`config.mk`:
```
export PLATFORM = sky130hd
export DESIGN_NAME = aes_core_arbiter
export DESIGN_NICKNAME = d
export VERILOG_FILES = /design/src/rtl/aes_core_arbiter.sv
export SDC_FILE = /design/constraint.sdc
export NUM_CORES = 1
export LEC_CHECK = 0
export ABC_AREA = 1
export BUFFER_PORTS_ARGS = -buffer_cell sky130_fd_sc_hd__buf_2
export CAP_MARGIN = 30
export CORE_AREA = 2 2 457 459
export CTS_BUF_LIST = sky130_fd_sc_hd__clkbuf_16
export DETAILED_ROUTE_END_ITERATION = 6
export DIE_AREA = 0 0 459 461
export GPL_ROUTABILITY_DRIVEN = 0
export PLACE_DENSITY = 0.33
export SLEW_MARGIN = 10
export SYNTH_ARGS = -nofsm -noshare
export SYNTH_HDL_FRONTEND = slang
export SYNTH_SLANG_ARGS = --single-unit
```
`constraint.sdc`:
```
create_clock -name clk -period 27.6 [get_ports clk]
set_clock_uncertainty 0.15 [all_clocks]
set_input_delay 1.38 -clock clk [delete_from_list [all_inputs] [get_ports clk]]
set_output_delay 1.38 -clock clk [all_outputs]
set_load 0.02 [all_outputs]
```
`src/rtl/aes_core_arbiter.sv`:
```
// Two-requester arbiter around a shared combinational AES-128 encrypt core (multicycle settle).
// Optional build macro AES_FIXED_PRIO_EN: requester 0 always wins a tie instead of round-robin.
module aes_core_arbiter #(
  parameter int MC_CYCLES = 4,
  parameter int CNT_W     = 4
) (
  input  logic         clk,
  input  logic         rst,
  input  logic         req0_valid,
  output logic         req0_ready,
  input  logic [127:0] req0_data,
  input  logic [127:0] req0_key,
  input  logic         req1_valid,
  output logic         req1_ready,
  input  logic [127:0] req1_data,
  input  logic [127:0] req1_key,
  output logic         rsp0_valid,
  input  logic         rsp0_ready,
  output logic [127:0] rsp0_data,
  output logic         rsp1_valid,
  input  logic         rsp1_ready,
  output logic [127:0] rsp1_data,
  output logic [127:0] core_datain,
  output logic [127:0] core_key,
  input  logic [127:0] core_dataout,
  output logic         busy
);

  localparam logic [1:0]       IDLE     = 2'd0;
  localparam logic [1:0]       WAIT     = 2'd1;
  localparam logic [1:0]       RESP     = 2'd2;
  localparam logic [CNT_W-1:0] CNT_INIT = CNT_W'(MC_CYCLES - 1);

  logic [1:0]       state_q, state_d;
  logic             rr_ptr_q;
  logic             owner_q;
  logic [CNT_W-1:0] cnt_q;
  logic [127:0]     core_datain_q;
  logic [127:0]     core_key_q;
  logic [127:0]     result_q;
  logic             any_req_s;
  logic             grant_s;
  logic             accept_s;
  logic             rsp_hs_s;

  assign any_req_s = req0_valid | req1_valid;

`ifdef AES_FIXED_PRIO_EN
  assign grant_s = req1_valid & ~req0_valid;
`else
  // grant_s is the winning requester index; rr_ptr_q breaks ties
  assign grant_s = req1_valid & (~req0_valid | rr_ptr_q);
`endif

  assign accept_s = (state_q == IDLE) & any_req_s;
  assign rsp_hs_s = (state_q == RESP) & (owner_q ? rsp1_ready : rsp0_ready);

  always_ff @(posedge clk or posedge rst) begin
    if (rst) begin
      state_q <= IDLE;
    end else begin
      state_q <= state_d;
    end
  end

  always_comb begin
    state_d = state_q;
    case (state_q)
      IDLE:    if (any_req_s) state_d = WAIT;
      WAIT:    if (cnt_q == '0) state_d = RESP;
      RESP:    if (rsp_hs_s) state_d = IDLE;
      default: state_d = IDLE;
    endcase
  end

  always_comb begin
    req0_ready = 1'b0;
    req1_ready = 1'b0;
    rsp0_valid = 1'b0;
    rsp1_valid = 1'b0;
    busy       = 1'b1;
    case (state_q)
      IDLE: begin
        req0_ready = any_req_s & ~grant_s;
        req1_ready = grant_s;
        busy       = 1'b0;
      end
      WAIT: busy = 1'b1;
      RESP: begin
        rsp0_valid = ~owner_q;
        rsp1_valid = owner_q;
      end
      default: busy = 1'b1;
    endcase
  end

  // Core inputs stay frozen from accept until the next accept, giving the core its settle window.
  always_ff @(posedge clk or posedge rst) begin
    if (rst) begin
      core_datain_q <= 128'd0;
      core_key_q    <= 128'd0;
      owner_q       <= 1'b0;
      cnt_q         <= '0;
      result_q      <= 128'd0;
      rr_ptr_q      <= 1'b0;
    end else begin
      if (accept_s) begin
        core_datain_q <= grant_s ? req1_data : req0_data;
        core_key_q    <= grant_s ? req1_key : req0_key;
        owner_q       <= grant_s;
        cnt_q         <= CNT_INIT;
      end
      if (state_q == WAIT) begin
        if (cnt_q == '0) begin
          result_q <= core_dataout;
        end else begin
          cnt_q <= cnt_q - CNT_W'(1);
        end
      end
      if (rsp_hs_s) begin
`ifdef AES_FIXED_PRIO_EN
        rr_ptr_q <= 1'b0;
`else
        rr_ptr_q <= ~owner_q;
`endif
      end
    end
  end

  assign core_datain = core_datain_q;
  assign core_key    = core_key_q;
  assign rsp0_data   = result_q;
  assign rsp1_data   = result_q;

endmodule
```
# After elaboration in Yosys (flattened, before gate mapping)
# Cells that the tools add are included.
# totals
register_bits,392
latch_bits,0
mem_bits_rw,0
romBits,0
input_bits,646
elab_cells,41
memories,0
# classes
n_addsub,1
n_mul,0
div_mod_pow,0
magnitude_cmp,0
n_eq_ne,5
shift,0
n_mux,15
bitwise_logic,9
n_reduce_logical,4
# ops
cell,count
$mux 128,2
$mux 4,3
$mux 1,6
$mux 2,3
$ne 2x2->1 const B,3
$pmux 2 s3,1
$and 1x1->1,4
$logic_not 4->1,1
$sub 4x1->4 const B,1
$not 1->1,3
$reduce_and 3->1,1
$eq 2x1->1 const B,1
$eq 2x2->1 const B,1
$logic_not 2->1,1
$or 1x1->1,2
$reduce_and 2->1,1

# Depth between registers and ports, before layout
# Gate-level depths: netlist of run 1.
# logic_depth
ltp_word,6
ltp_mapped,9
ltp_nobuf,6

# Worst setup path after synthesis of run 1
# OpenSTA, ideal clock, no wires.
# synth_path
path_kind,input port to output port
startpoint,input port req1_valid
endpoint,output port req0_ready
t_arrival_ns,2.189
t_required_ns,26.070
slack_ns,23.881
cell_stages,5
path_cell_list,buf_2 > a21oi_1 > buf_2 > nand2_1 > inv_1
# synth_between
elab_chain_len,4
word_cells_on_any_way,5
classes_between,1 x mux; 4 x bitwise
# synth_lines
item,line_no,text
from (decl),13,"input logic req1_valid,"
$and 1x1->1,52,assign grant_s = req1_valid & (~req0_valid | rr_ptr_q);
$not 1->1,84,req0_ready = any_req_s & ~grant_s;
$and 1x1->1 (*),84,
$mux 1 (*),82,case (state_q)
to (decl),10,"output logic req0_ready,"
# Every way passes the cells marked *; elsewhere a longest branch is shown, timed or not.

# Worst setup path in the final report of run 1
# layout_path
startpoint,input port req0_valid
endpoint,output port req1_ready
# layout_between
elab_chain_len,4
# layout_lines
item,line_no,text
from (decl),9,"input logic req0_valid,"
$not 1->1,52,
$or 1x1->1,52,
$and 1x1->1,52,
$mux 1,82,
to (decl),14,"output logic req1_ready,"
# No other way between the ends.

==> impl_metrics.yaml, run 1 <==
synth:
  synth_nets: 3509
  post_synth_instance_area_um2: 20470
  yosysSeqAreaShare: 0.4793
  synth.distinct_cells: 16
  yosys.area.top_type: "dfrtp_1"
  ys_ff_latch: 392
  synthTopCellsByArea: "dfrtp_1 48%, nand2_1 21%, nand3_1 13%, inv_1 8.8%, buf_4 5.2%"
  synth.top_cell.area_share: 0.4793
  netlist_instances: 2862
  syn_avg_cell_area_um2: 7.151
  yosys_warnings: 0
final_layout:
  nFillCells: 24071
  fin_nets: 4460
  syn2layout_area_growth_pct: 46.60
  drive_gt1_frac: 0.3294
place:
  portBuffers: 1162
  post-place-ws_ns: 22.70
  hpwlAfterDp_um: 107000
sta:
  worst_slew_pin_slew_ns: 1.070
  maxSlewViolCount: 0
  final.period_utilization: 0.1632
  fin_setup_tns_ns: 0
  setup-violations-final: 0
  layout_min_cycle_time_ns: 4.505
  hold_violations: 0
  final.setup.worst_slack_ns: 23.10
  rsz0062_at_grt: "no"
  clock.fmax_ghz: 0.2220
  max_slew_margin: 0.2867
routing:
  vias_per_cell: 3.373
  vias: 22186
  ant_nets: 0
  wl_per_cell_um: 20.39
  drc: 0
  wirelength_um: 134100
  drt_iter0_markers: 1444
  dr.pass1.iters: 6
cts:
  cts_buffer_depth: 3
  clk-insertion-delay-late_ns: 0.65
  cts_hold_buffers: 0
  clkTransAtPathRegs_ns: 0.06
  cts_max_level: 2
  cts_tree: "done"
  cts-root-buf: "clkbuf_16"
  cts_resized: 0
  cts_setup_buffers: 0
  cts_made_buffers: 56
  clock-sinks: 392
run_status:
  status: "finished clean"
critical_path:
  crit_type: "in -> out"
  cp-end-kind: "output port"
  worst_ep_required_time_ns: 26.07
  crit_path_max_fanout: 101
  crit_arrival_ns: 2.97
  rr_worst_depth: 8
  cp-startpoint: "req0_valid"
  r2r_start: "rr_ptr_q"
  setup.worst_path.start_class: "primary input"
hold_path:
  hp-start: "core_key[36]"
  min_delay_path_depth: 2
  min_path_type: "reg -> reg"
global_route:
  grt_overflow_total: 0
  grt_use_total: 0.1202
  grt_pass1_vias: 21788
  grt_max_degree: 125
  antenna_found_initial: 86
  grt_pass1_wl_um: 179200
pwr:
  p_clk_frac: 0.193
  leakagePower_nw: 17.49
  powerDensity_nw_per_um2: 119.4
  seqPwrFrac: 0.314
  switching_share: 0.5125
  power_frac_comb: 0.493
  p_int_w: 0.001746
  irDropWorstVdd_v: 0.00005252
  p_sw_w: 0.001835
floorplanning:
  core_area_um2: 206400
  die_y_um: 461
  initial_utilization: 0.09914
  io_pins: 1163
  die_area_um2: 211600
  die_width_um: 459
  rows: 167
job:
  maxCapViolCount: 0
==> worst max-delay path: stages <==
cell and delay (ns):
buf_2 0.14, nand2_8 0.53, nand2_4 0.51, nor2_1 0.20, buf_2 0.19
==> cell usage after synthesis <==
master and n:
buf_4 142, clkbuf_1 33, buf_2 113, xnor2_1 1, ha_1 1, nand2_4 1, nand3_1 538, nand2_1 1129
nor2_1 14, buf_1 7, o21ai_0 4, buf_6 1, inv_1 480, a21oi_1 3, dfrtp_1 392, inv_2 3
==> per-stage QoR <==
stage	utilization	power, W	cells	instance area, µm²	hold slack [ns]
after CTS	0.1447	0.003663	6556	29880	0.3249
after detailed placement	0.1366	0.002935	6456	28200	0.3097
final	0.1453	0.003581	6577	30000	0.3210
after global placement	0.1364	0.002936	6454	28150	0.3093
after global routing	0.1452	0.003835	6569	29980	0.3447
after floorplan	-	0.002163	2862	20470	0.3426
==> worst paths after layout <==
check                              endpoint  slack (ns)
setup / recovery                 req1_ready       23.10
hold / removal                 core_key[36]        0.32
setup reg to reg            core_datain[18]       23.71
hold reg to reg                core_key[36]        0.32
max in group asynchronous  core_datain[125]       24.49
min in group asynchronous     rsp0_data[61]        0.61
==> state kept, by name (all words and copies together) (netlist names) <==
| signal | count |
|---|---|
| rr_ptr_q | 1 |
| core_key | 128 |
| rsp0_data | 128 |
| state_q | 2 |
| core_datain | 128 |
| cnt_q | 4 |
| owner_q | 1 |
==> cell families after synthesis <==
| group | synth area share |
|---|---|
| AND/OR/NAND/NOR | 0.3417 |
| adder cells (fa/ha/maj) | 0.0006113 |
| flip-flops | 0.4793 |
| buffers and inverters | 0.1762 |
| AO/OA/AOI/OAI | 0.001712 |
| XOR/XNOR | 0.0004280 |
==> layout by cell type, fill, tap and decap left out, types with 2 or more instances in the layout <==
| cell | count |
|---|---|
| a21oi_1 | 2 |
| buf_12 | 3 |
| buf_16 | 4 |
| buf_2 | 1161 |
| buf_4 | 19 |
| buf_8 | 2 |
| bufinv_16 | 2 |
| clkbuf_16 | 57 |
| clkinv_1 | 18 |
| clkinv_2 | 7 |
| clkinv_4 | 2 |
| dfrtp_1 | 392 |
| diode_2 | 18 |
| inv_1 | 491 |
| inv_2 | 2 |
| inv_8 | 2 |
| nand2_1 | 1127 |
| nand2_4 | 2 |
| nand3_1 | 537 |
| nor2_1 | 12 |
| nor2_4 | 2 |
| o21ai_0 | 4 |
==> power groups by stage <==
| stage | registers, W | logic, W | clock network [W] |
|---|---|---|---|
| 2_1_floorplan | 0.00138 | 0.000787 | 0 |
| 5_1_grt | 0.00117 | 0.00192 | 0.000747 |
| 3_5_place_dp | 0.00114 | 0.00180 | 0 |
| 3_3_place_gp | 0.00114 | 0.00180 | 0 |
| 4_1_cts | 0.00114 | 0.00180 | 0.000727 |
| 6_report | 0.00113 | 0.00176 | 0.000691 |
==> per-layer routing <==
layer	wire [µm]	global-route usage	up-vias
met2	61870	0.1936	1004
met1	55040	0.1466	10542
li1	-	-	10386
met3	13160	0.04861	198
met5	367	0	-
met4	3680	0.03441	56
==> layout make-up <==
class | instances | area (µm²) | area share
antenna | 18 | 45.04 | 0.001501
clock buffer | 57 | 1426 | 0.04754
clock inverter | 43 | 252.7 | 0.008424
inverter | 483 | 1828 | 0.06093
multi-input combinational | 1691 | 7106 | 0.2368
sequential | 392 | 9809 | 0.3269
tap | 2704 | 3383 | 0.1128
timing repair buffer | 1189 | 6153 | 0.2051
No activity file was read; power rests on OpenSTA's default activity.
==> run 2, diff against run 1 <==
--- a/config.mk
+++ b/config.mk
@@ -8,12 +8,12 @@
 export ABC_AREA = 1
 export BUFFER_PORTS_ARGS = -buffer_cell sky130_fd_sc_hd__buf_2
 export CAP_MARGIN = 30
-export CORE_AREA = 2 2 457 459
+export CORE_AREA = 2 2 458 460
 export CTS_BUF_LIST = sky130_fd_sc_hd__clkbuf_16
 export DETAILED_ROUTE_END_ITERATION = 6
-export DIE_AREA = 0 0 459 461
+export DIE_AREA = 0 0 460 462
 export GPL_ROUTABILITY_DRIVEN = 0
-export PLACE_DENSITY = 0.33
+export PLACE_DENSITY = 0.34
 export SLEW_MARGIN = 10
 export SYNTH_ARGS = -nofsm -noshare
 export SYNTH_HDL_FRONTEND = slang
==> constraint.sdc (replaced) <==
create_clock -name clk -period 3.9 [get_ports clk]
set_clock_uncertainty 0.15 [all_clocks]
set_input_delay 0.195 -clock clk [delete_from_list [all_inputs] [get_ports clk]]
set_output_delay 0.195 -clock clk [all_outputs]
set_load 0.02 [all_outputs]
==> impl_metrics.yaml, run 2 (synthesized netlist as in run 1, its figures left out) <==
run_status:
  status: "finished clean"
place:
  portBuffers: 1162
  hpwlAfterDp_um: 116400
cts:
  cts_made_buffers: 55
  cts_resized: 0
  cts_max_level: 2
  cts_tree: "done"
  clkTransAtPathRegs_ns: 0.06
  clock-sinks: 392
  clk-insertion-delay-late_ns: 0.67
  cts_buffer_depth: 3
  cts-root-buf: "clkbuf_16"
floorplanning:
  die_y_um: 462
  die_area_um2: 212500
  rows: 168
  io_pins: 1163
  core_area_um2: 208100
  initial_utilization: 0.09835
  die_width_um: 460
final_layout:
  nFillCells: 23993
  final_common_cell: "buf_2"
  fin_nets: 5156
  seq_area_um2: 9809
  final_util: 0.1779
  syn2layout_area_growth_pct: 80.86
  multi_input_area_um2: 7097
  drive_gt1_frac: 0.2855
  layout_common_cells: "1161 x buf_2, 1127 x nand2_1, 667 x dlygate4sd3_1, 537 x nand3_1, 494 x inv_1"
routing:
  dr.pass1.iters: 5
  vias_per_cell: 3.453
  vias: 25187
  drt_iter0_markers: 1241
  wl_per_cell_um: 20.11
  wirelength_um: 146700
  drc: 0
  ant_nets: 0
pwr:
  power_frac_comb: 0.519
  seqPwrFrac: 0.296
  p_int_w: 0.01376
  irDropWorstVdd_v: 0.0004910
  p_clk_frac: 0.185
  switching_share: 0.4933
  powerDensity_nw_per_um2: 733.8
  leakagePower_nw: 19.92
  p_sw_w: 0.01340
  finalPower_w: 0.02716
global_route:
  antenna_found_initial: 96
  grt_use_total: 0.1311
  grt_pass1_vias: 25284
  grt_pass1_wl_um: 196400
  grt_max_degree: 139
  grt_overflow_total: 0
sta:
  hold_violations: 0
  maxSlewViolCount: 0
  setup-violations-final: 0
  layout_min_cycle_time_ns: 2.899
  rsz0062_at_grt: "no"
  fin_setup_tns_ns: 0
  clock.fmax_ghz: 0.3450
  max_slew_margin: 0.3064
  worst_slew_pin_slew_ns: 1.040
  final.period_utilization: 0.7433
critical_path:
  critical-path-max-stage-delay_ns: 0.58
  setup.worst_path.start_class: "register"
  crit_type: "reg -> reg"
  critPathTopFamily: "buffers and inverters"
  crit_path_max_fanout: 45
  cp_cell_sequence: "inv_2 -> nand2_8 -> buf_4 -> nand3_1 -> dlygate4sd3_1 -> nand3_1 -> dlygate4sd3_1 -> nand2_1"
  crit_arrival_ns: 3.29
  cp-end-kind: "register"
  slowest_stage: "dlygate4sd3_1"
  critPathBufInv: 4
  worst_ep_required_time_ns: 4.29
hold_path:
  min_path_type: "in -> reg"
job:
  maxCapViolCount: 0
==> run 2: cell type report <==
type / instances / area share
flip-flops and latches: 392 / 0.2650
inverters: 483 / 0.04928
clock buffers: 55 / 0.03718
multi-input cells: 1691 / 0.1917
well taps: 2720 / 0.09194
repair buffers: 1886 / 0.3540
diodes: 25 / 0.001690
clock inverters: 43 / 0.009127
==> run 2: layer usage <==
layer | part of all wire | vias to the layer above | wire length [µm] | track usage
met2 | 0.46 | 1020 | 66890 | 0.2120
li1 | - | 11780 | - | -
met4 | 0.034 | 92 | 5048 | 0.04453
met5 | 0.0050 | - | 732 | 0.004525
met1 | 0.41 | 12031 | 60190 | 0.1559
met3 | 0.094 | 264 | 13840 | 0.05366
==> run 2: worst paths after layout <==
check                                 start         endpoint  slack [ns]  cells after the start
min in group asynchronous               rst  core_datain[27]        0.61                      4
max                                rr_ptr_q  core_datain[83]        1.00                      8
max reg2reg                        rr_ptr_q  core_datain[83]        1.00                      8
min reg2reg                    core_key[60]     core_key[60]        0.32                      2
min                        core_dataout[40]    rsp0_data[40]        0.10                      4
max in group asynchronous               rst     core_key[91]        1.78                      5
==> run 2: power groups by stage <==
stage	Sequential, W	Clock, W	Combinational (W)
final	0.00803	0.00503	0.0141
after global routing	0.00825	0.00539	0.0153
after CTS	0.00804	0.00524	0.0143
after detailed placement	0.00803	0	0.0128
after global placement	0.00807	0	0.0128
after floorplan	0.00974	0	0.00557
==> run 2: stage by stage <==
step / hold WS, ns / setup WS, ns / cells / area, µm²
after global routing: 0.05794 / 0.7449 / 7285 / 36990
after floorplan: 0.1618 / -1.719 / 2862 / 20470
after CTS: 0.02456 / 0.8659 / 7270 / 36950
after global placement: 0.1808 / 1.494 / 6505 / 28560
final: 0.1021 / 1.001 / 7295 / 37020
after detailed placement: 0.2003 / 1.466 / 6505 / 28560
==> run 2: what timing repair did <==
action	4_1_cts	5_1_grt
buffers inserted	0	0
endpoints found under the hold margin	456	0
hold buffers	667	0
==> run 2: worst min-delay path: cells and delay by family <==
family / cells / cell delay (ns)
simple gates: 2 / 0.10
buf+inv: 2 / 0.62
==> run 3, diff against run 2 <==
==> constraint.sdc (replaced) <==
create_clock -name clk -period 2.5 [get_ports clk]
set_clock_uncertainty 0.15 [all_clocks]
set_input_delay 0.125 -clock clk [delete_from_list [all_inputs] [get_ports clk]]
set_output_delay 0.125 -clock clk [all_outputs]
set_load 0.02 [all_outputs]
==> impl_metrics.yaml, run 3 (synthesized netlist as in run 1, its figures left out) <==
run_status:
  status: "finished, violations left"
  failed_checks: "hold timing"
global_route:
  antenna_found_initial: 88
  grt_pass1_vias: 25944
  grt_pass1_wl_um: 201000
  grt_use_total: 0.1340
  grt_max_degree: 113
  grt_overflow_total: 0
routing:
  drc: 0
  vias_per_cell: 3.472
  vias: 25927
  wl_per_cell_um: 20.08
  wirelength_um: 150000
  drt_iter0_markers: 1478
  ant_nets: 0
  dr.pass1.iters: 5
critical_path:
  crit_arrival_ns: 2.80
  crit_type: "reg -> reg"
  critPathBufInv: 3
  worst_ep_required_time_ns: 2.91
  crit_top_cell: "nand3_1"
  rr_worst_depth: 7
  cp-startpoint: "rr_ptr_q"
  crit_path_max_fanout: 55
  critical-path-max-stage-delay_ns: 0.56
  slowest_stage: "dlygate4sd3_1"
  cp_cell_sequence: "inv_2 -> nand2_8 -> buf_12 -> nand3_1 -> nand3_1 -> dlygate4sd3_1 -> nand2_1"
  setup.worst_path.start_class: "register"
  path_depth: 7
  critPathTopFamily: "buffers and inverters"
  r2r_start: "rr_ptr_q"
  cp-end-kind: "register"
sta:
  max_slew_margin: 0.4773
  hold_violations: 1
  setup-violations-final: 0
  maxSlewViolCount: 0
  holdWs_ns: -0.005826
  clock.fmax_ghz: 0.4181
  final.period_utilization: 0.9567
  rsz0062_at_grt: "yes"
  layout_min_cycle_time_ns: 2.392
  final.setup.worst_slack_ns: 0.1081
  worst_slew_pin_slew_ns: 0.7840
pwr:
  irDropWorstVdd_v: 0.0007217
  leakagePower_nw: 20.88
  powerDensity_nw_per_um2: 1097
  finalPower_w: 0.04283
floorplanning:
  core_area_um2: 208100
  die_y_um: 462
  die_width_um: 460
  initial_utilization: 0.09835
  rows: 168
  die_area_um2: 212500
  io_pins: 1163
cts:
  cts_buffer_depth: 3
  cts_max_level: 2
  cts-root-buf: "clkbuf_16"
  clkTransAtPathRegs_ns: 0.06
  clk-insertion-delay-late_ns: 0.69
  clock-sinks: 392
  cts_tree: "done"
  cts_made_buffers: 57
final_layout:
  nFillCells: 23760
  drive_gt1_frac: 0.2818
  final_common_cell: "buf_2"
  syn2layout_area_growth_pct: 90.67
  layout_common_cells: "1161 x buf_2, 1127 x nand2_1, 802 x dlygate4sd3_1, 536 x nand3_1, 494 x inv_1"
  fin_nets: 5321
  stdcell_count: 7468
job:
  maxCapViolCount: 0
hold_path:
  hp-start: "req1_data[60]"
  min_delay_path_depth: 6
  min_path_type: "in -> reg"
place:
  post-place-ws_ns: 0.2616
  portBuffers: 1162
  placed_cells: 6523
  hpwlAfterDp_um: 117800
## run 3: worst paths after layout
check / slack (ns) / endpoint
min in group asynchronous: 0.50 / core_datain[125]
worst max-delay path: 0.11 / core_datain[26]
worst max register to register: 0.11 / core_datain[26]
worst min-delay path: -0.006 / core_datain[60]
max in group asynchronous: 0.67 / core_datain[38]
worst min register to register: 0.32 / core_datain[5]
## run 3: repair_timing
action | CTS | global route
pin swaps | 0 | 1
setup endpoints to repair | 2 | 36
cloned | 1 | 0
hold buffers | 807 | 3
endpoints found under the hold margin | 520 | 3
gates resized for setup | 3 | 15
setup buffers | 0 | 1
## run 3: layout make-up
type | count | area [µm²] | area share
Sequential cell | 392 | 9809 | 0.2514
Timing Repair Buffer | 2049 | 14920 | 0.3824
Multi-Input combinational cell | 1691 | 7116 | 0.1823
Tap cell | 2720 | 3403 | 0.08721
Inverter | 483 | 1824 | 0.04675
Clock inverter | 48 | 452.9 | 0.01161
Clock buffer | 57 | 1426 | 0.03655
Antenna cell | 28 | 70.07 | 0.001796
## run 3: power by group
group	total [W]	switching, W	internal, W	leakage [nW]
sequential	0.0125	0.00299	0.00954	4.79
combinational	0.0219	0.0145	0.00734	15.1
clock	0.00841	0.00354	0.00486	0.973
total	0.0428	0.0211	0.0217	20.9
## run 3: worst reg2reg max path: cells and delay by family (launching register included)
family	cells	cell delay [ns]
buf+inv	3	0.92
simple gates	4	0.82
flops	1	0.38
## run 3: per-stage QoR
stage	utilization	instance area [µm²]	setup TNS [ns]	hold slack [ns]
CTS	0.1867	38850	0	0.0003560
detailed placement	0.1386	28850	0	0.1097
global placement	0.1386	28850	0	0.09976
global route	0.1874	39000	-0.09807	0.01819
finish	0.1875	39020	0	-0.005826
floorplan	-	20470	-1195.16	0.09178
## run 3: per-layer routing
layer / GRT usage / wire length (µm)
met3: 0.04145 / 12640
met1: 0.1671 / 62790
met4: 0.04190 / 4775
met2: 0.2193 / 69450
met5: 0 / 338
